===== src/rtl/voice_scheduler.sv =====
// Polyphonic voice scheduler: keys -> voice slots, one shared sine table, one mixed sample per FIFO slot.
// Optional build macro VOICE_STEAL_EN: a held key with no free voice steals voices round-robin.
module voice_scheduler #(
  parameter int NUM_KEYS   = 10,
  parameter int NUM_VOICES = 4,
  parameter int PHASE_W    = 32,
  parameter int TABLE_AW   = 8,
  parameter int SAMPLE_W   = 32,
  localparam int KEY_W     = $clog2(NUM_KEYS)
) (
  input  logic                  CLOCK_50,
  input  logic                  reset,
  input  logic [NUM_KEYS-1:0]   key_on,
  output logic [KEY_W-1:0]      inc_key,
  input  logic [PHASE_W-1:0]    inc_word,
  output logic [TABLE_AW-1:0]   tbl_addr,
  input  logic [SAMPLE_W-1:0]   tbl_data,
  input  logic                  audio_out_allowed,
  output logic                  write_audio_out,
  output logic [SAMPLE_W-1:0]   sample_out,
  output logic [NUM_VOICES-1:0] voice_active
);

  localparam int VOICE_W = $clog2(NUM_VOICES);
  localparam int VCNT_W  = $clog2(NUM_VOICES + 1);
  localparam logic [VCNT_W-1:0] LAST_V = VCNT_W'(NUM_VOICES);
  localparam logic [KEY_W-1:0]  LAST_K = KEY_W'(NUM_KEYS - 1);

  typedef enum logic [1:0] {IDLE, SCAN, VOICE, OUT} state_t;

  state_t                state_q;
  state_t                state_d;
  logic [KEY_W-1:0]      key_idx;
  logic [VCNT_W-1:0]     voice_idx;
  logic [KEY_W-1:0]      key_of [NUM_VOICES];
  logic [PHASE_W-1:0]    phase  [NUM_VOICES];
  logic signed [SAMPLE_W-1:0] acc;
  logic                  owned;
  logic                  have_free;
  logic [VOICE_W-1:0]    owner_idx;
  logic [VOICE_W-1:0]    free_idx;
  logic [VOICE_W-1:0]    cur_v;
  logic [VOICE_W-1:0]    prev_v;
`ifdef VOICE_STEAL_EN
  logic [VOICE_W-1:0]    steal_ptr;
`endif

  assign cur_v  = voice_idx[VOICE_W-1:0];
  assign prev_v = cur_v - 1'b1;

  always_ff @(posedge CLOCK_50) begin
    if (!reset) state_q <= IDLE;
    else        state_q <= state_d;
  end

  always_comb begin
    state_d = state_q;
    case (state_q)
      IDLE:    if (audio_out_allowed) state_d = SCAN;
      SCAN:    if (key_idx == LAST_K) state_d = VOICE;
      VOICE:   if (voice_idx == LAST_V) state_d = OUT;
      OUT:     if (audio_out_allowed) state_d = IDLE;
      default: state_d = IDLE;
    endcase
  end

  // Descending search so the lowest-index free voice wins.
  always_comb begin
    owned     = 1'b0;
    have_free = 1'b0;
    owner_idx = '0;
    free_idx  = '0;
    for (int v = NUM_VOICES - 1; v >= 0; v--) begin
      if (voice_active[v] && key_of[v] == key_idx) begin
        owned     = 1'b1;
        owner_idx = VOICE_W'(v);
      end
      if (!voice_active[v]) begin
        have_free = 1'b1;
        free_idx  = VOICE_W'(v);
      end
    end
  end

  always_comb begin
    tbl_addr = '0;
    inc_key  = '0;
    if (state_q == VOICE && voice_idx != LAST_V && voice_active[cur_v]) begin
      tbl_addr = phase[cur_v][PHASE_W-1 -: TABLE_AW];
      inc_key  = key_of[cur_v];
    end
  end

  // Table data lags its address by one cycle, so accumulation trails the phase step by one voice.
  always_ff @(posedge CLOCK_50) begin
    if (!reset) begin
      voice_active    <= '0;
      key_idx         <= '0;
      voice_idx       <= '0;
      acc             <= '0;
      sample_out      <= '0;
      write_audio_out <= 1'b0;
      for (int v = 0; v < NUM_VOICES; v++) begin
        phase[v]  <= '0;
        key_of[v] <= '0;
      end
`ifdef VOICE_STEAL_EN
      steal_ptr <= '0;
`endif
    end else begin
      write_audio_out <= 1'b0;
      case (state_q)
        IDLE: begin
          if (audio_out_allowed) begin
            key_idx   <= '0;
            voice_idx <= '0;
            acc       <= '0;
          end
        end
        SCAN: begin
          key_idx <= key_idx + 1'b1;
          if (!key_on[key_idx] && owned) begin
            voice_active[owner_idx] <= 1'b0;
            phase[owner_idx]        <= '0;
          end else if (key_on[key_idx] && !owned) begin
            if (have_free) begin
              voice_active[free_idx] <= 1'b1;
              key_of[free_idx]       <= key_idx;
              phase[free_idx]        <= '0;
            end
`ifdef VOICE_STEAL_EN
            else begin
              key_of[steal_ptr] <= key_idx;
              phase[steal_ptr]  <= '0;
              steal_ptr         <= steal_ptr + 1'b1;
            end
`endif
          end
        end
        VOICE: begin
          voice_idx <= voice_idx + 1'b1;
          if (voice_idx != LAST_V && voice_active[cur_v])
            phase[cur_v] <= phase[cur_v] + inc_word;
          if (voice_idx != '0 && voice_active[prev_v])
            acc <= acc + ($signed(tbl_data) >>> VOICE_W);
        end
        OUT: begin
          if (audio_out_allowed) begin
            sample_out      <= acc;
            write_audio_out <= 1'b1;
          end
        end
        default: ;
      endcase
    end
  end

endmodule

===== config.mk =====
export PLATFORM = sky130hd
export DESIGN_NAME = voice_scheduler
export DESIGN_NICKNAME = d
export VERILOG_FILES = /design/src/rtl/voice_scheduler.sv
export SDC_FILE = /design/constraint.sdc
export NUM_CORES = 1
export LEC_CHECK = 0
export BUFFER_PORTS_ARGS = -buffer_cell sky130_fd_sc_hd__buf_2
export CAP_MARGIN = 40
export CORE_MARGIN = 3
export CORE_UTILIZATION = 45
export CTS_CLUSTER_SIZE = 16
export DETAILED_ROUTE_END_ITERATION = 6
export HOLD_SLACK_MARGIN = 0.03
export PLACE_DENSITY = 0.6
export SLEW_MARGIN = 20
export SYNTH_ARGS = -nofsm -noshare
export SYNTH_HDL_FRONTEND = slang
export SYNTH_SLANG_ARGS = --single-unit

===== constraint.sdc =====
create_clock -name CLOCK_50 -period 5.49 [get_ports CLOCK_50]
set_clock_uncertainty 0.15 [all_clocks]
set_input_delay 0.549 -clock CLOCK_50 [delete_from_list [all_inputs] [get_ports CLOCK_50]]
set_output_delay 0.549 -clock CLOCK_50 [all_outputs]
set_load 0.01 [all_outputs]

==> results.sh <==
export IMPL_worstPathMaxFanout=10
export IMPL_fin_crit_ns=4.62
export IMPL_internal_power_mw=3.38
export IMPL_drive_gt1_share_pct=16.4
export IMPL_synth_seq_cells=224
export IMPL_cts_root_buf="clkbuf_16"
export IMPL_clock_sinks=224
export IMPL_die_x_um=174
export IMPL_ys_flop_type="edfxtp_1"
export IMPL_cts_setup_buffers=0
export IMPL_syn_num_nets=1403
export IMPL_cts_max_level=1
export IMPL_placed_area_sq_um=13700
export IMPL_critPathArrivalTime_ns=4.72
export IMPL_core_sq_um=27300
export IMPL_combPwrFrac_pct=22.7
export IMPL_grt_usage_pct=20.0
export IMPL_yosysSeqAreaShare_pct=46.9
export IMPL_drt_total_wl_um=30600
export IMPL_critPathKind="register to register"
export IMPL_synth_cell_types=64
export IMPL_hp_class="input port to register"
export IMPL_port_buffers=123
export IMPL_postCtsHoldBufs=0
export IMPL_vdd_ir_drop_max_v=0.000219
export IMPL_area_growth_pct=14.7
export IMPL_setup_viol=0
export IMPL_ys_async_sr_fraction_pct=0
export IMPL_drv_cap=0
export IMPL_drc=0
export IMPL_drt_iter0_markers=586
export IMPL_place_gp_congestion=0.843
export IMPL_cp_data_required_time_ns=5.59
export IMPL_clkSlewWorstSetupHoldPaths_ns=0.06
export IMPL_yosys_warnings=0
export IMPL_setup_ws_ns=0.867
export IMPL_syn_area_sq_um=12600
export IMPL_numCtsBuffers=26
export IMPL_vias=9577
export IMPL_avgViaCountPerCell=5.48
export IMPL_end_kind="register"
export IMPL_drv_slew=0
export IMPL_tightestPinTransition_ns=0.759
export IMPL_p_clk_share_pct=34.9
export IMPL_final_area_sq_um=14500
export IMPL_power_density_nw_per_um2=331
export IMPL_setup_tns_ns=0
export IMPL_antenna_found_initial=0
export IMPL_first_global_vias=9698
export IMPL_pre_cts_slack_ns=0.811
export IMPL_grt_overflow_total=0
export IMPL_status="completed"
export IMPL_cts_tree="yes"
export IMPL_syn_inst=1252
export IMPL_p_sw_share_pct=29.6
export IMPL_power_leakage_nw=6.09
export IMPL_layout_nets=1508
export IMPL_ant_nets=0
export IMPL_hold_viol_final=0
export IMPL_total_power_mw=4.80
export IMPL_min_period_over_period_pct=84.2
export IMPL_grt_pass1_wl_um=49800
export IMPL_n_antenna_cell=0
export IMPL_p_sw_mw=1.42
export IMPL_die_h_um=174
export IMPL_cts_resized=0
export IMPL_whs_ns=0.262
export IMPL_hpwl_um=21500
export IMPL_pwr_share_seq_pct=42.3
export IMPL_clockBufferDepth=3
export IMPL_rsz0062_at_grt="false"
export IMPL_synth_edff_count=144
export IMPL_grt_max_degree=60
export IMPL_max_freq_mhz=216
export IMPL_start_kind="register"
export IMPL_insertion_delay_ns=0.53
export IMPL_io_pins=126
export IMPL_slew_headroom_pct=49.4
export IMPL_initial_core_util_pct=46.4
export IMPL_syn_avg_cell_area_sq_um=10.1
export IMPL_drt_pass1_iterations=5
export IMPL_dieArea_sq_um=30100
export IMPL_placementRows=60
export IMPL_wl_per_cell_um=17.5
## routing by layer
| layer | GRT usage [%] | vias to the layer above | wire (um) |
|---|---|---|---|
| met4 | 5.90 | 0 | 855 |
| met1 | 26.0 | 4586 | 13500 |
| met2 | 34.9 | 191 | 15000 |
| li1 | - | 4750 | - |
| met3 | 2.91 | 50 | 1270 |
| met5 | 0 | - | 0 |
## final cells by class
class,count,area (sq um)
clock buffers,38,727
clock inverters,9,96.3
inverters,46,173
fillers,2525,12800
repair buffers,145,818
well taps,372,465
flip-flops and latches,224,5930
multi-input cells,914,6290
## worst max-delay path, cell delays in order, from the launching register on
cell and delay [ns]:
dfxtp_2 0.55, mux4_2 0.55, ha_1 0.22, fa_1 0.43
a211oi_1 0.31, o211ai_1 0.22, a311o_1 0.36, a21oi_1 0.31
o41a_1 0.34, o31ai_1 0.15, o41a_1 0.33, xnor2_1 0.31
nor2_1 0.09
## Yosys cell counts, types with 4 or more instances
cell | number | area [sq um]
edfxtp_1 | 144 | 4320
clkbuf_1 | 61 | 229
a21oi_1 | 91 | 455
xor2_1 | 35 | 307
ha_1 | 72 | 901
nor4_1 | 5 | 31.3
a31oi_1 | 7 | 43.8
nor2b_1 | 4 | 25.0
mux2i_1 | 5 | 50.1
nand3_1 | 28 | 140
nor3_1 | 19 | 95.1
and2_1 | 18 | 113
dfxtp_1 | 80 | 1600
or3_1 | 5 | 31.3
buf_1 | 4 | 15.0
o21ai_0 | 15 | 75.1
nand4_1 | 9 | 56.3
nor2_1 | 164 | 616
a22oi_1 | 15 | 113
nand2b_1 | 9 | 56.3
mux4_2 | 40 | 901
xnor2_1 | 36 | 315
inv_1 | 45 | 169
o211ai_1 | 4 | 30.0
and3_1 | 21 | 131
a211oi_1 | 6 | 45.0
o21ai_1 | 33 | 165
nor3b_1 | 4 | 30.0
o21bai_1 | 8 | 60.1
a21o_1 | 46 | 345
a21boi_1 | 4 | 30.0
o21a_1 | 5 | 37.5
nand2_1 | 149 | 559
o31ai_1 | 7 | 52.6
## final timing paths
kind	from	cells past startpoint	slack, ns	to
setup / recovery	register	12	0.87	phase[2][30]
hold / removal	tbl_data[2]	4	0.26	acc[0]
setup reg to reg	register	12	0.87	phase[2][30]
hold reg to reg	sample_out[27]	2	0.30	sample_out[27]
## layout by cell type (no fill, tap or decap), types with 6 or more instances in the layout
| cell | instances |
|---|---|
| buf_4 | 19 |
| a21o_1 | 46 |
| mux4_2 | 40 |
| nand2_1 | 149 |
| inv_1 | 45 |
| clkbuf_1 | 10 |
| edfxtp_1 | 144 |
| a31oi_1 | 7 |
| ha_1 | 72 |
| and2_1 | 18 |
| a21oi_1 | 91 |
| o21bai_1 | 8 |
| nor2_1 | 163 |
| nand3_1 | 28 |
| clkbuf_16 | 27 |
| xnor2_1 | 36 |
| o31ai_1 | 7 |
| a211oi_1 | 6 |
| nand4_1 | 9 |
| buf_2 | 123 |
| xor2_1 | 35 |
| a22oi_1 | 15 |
| o21ai_1 | 33 |
| o21ai_0 | 15 |
| and3_1 | 21 |
| nand2b_1 | 9 |
| dfxtp_1 | 78 |
| nor3_1 | 19 |
## power groups by stage
stage               clock (mW)  sequential, mW  combinational, mW
floorplan                    0            2.03              0.808
global placement             0            2.07               1.09
detailed placement           0            2.07               1.10
CTS                       1.73            2.04               1.11
global route              1.78            2.05               1.22
finish                    1.68            2.03               1.09
## logic make-up after synthesis
| family | count (synthesis) | synth area share [%] |
|---|---|---|
| AO/OA/AOI/OAI | 279 | 14.3 |
| XOR/XNOR | 71 | 4.92 |
| adder cells (fa/ha/maj) | 74 | 7.44 |
| buffers and inverters | 114 | 3.41 |
| flip-flops | 224 | 46.9 |
| multiplexers | 46 | 7.61 |
| AND/OR/NAND/NOR | 444 | 15.5 |
## registers in the layout, summed over array words and instances, names as in the netlist, named ones only
signal / count
phase: 128
acc: 32
write_audio_out: 1
key_idx: 4
voice_active: 4
voice_idx: 3
state_q: 2
sample_out: 32
key_of: 16
## through the flow
stage	utilization [%]	instances
final	53.2	1748
after global routing	53.2	1748
after CTS	53.2	1748
after detailed placement	50.2	1701
after global placement	50.2	1701
after floorplan	-	1252
Power figures use the tool's default switching activity.
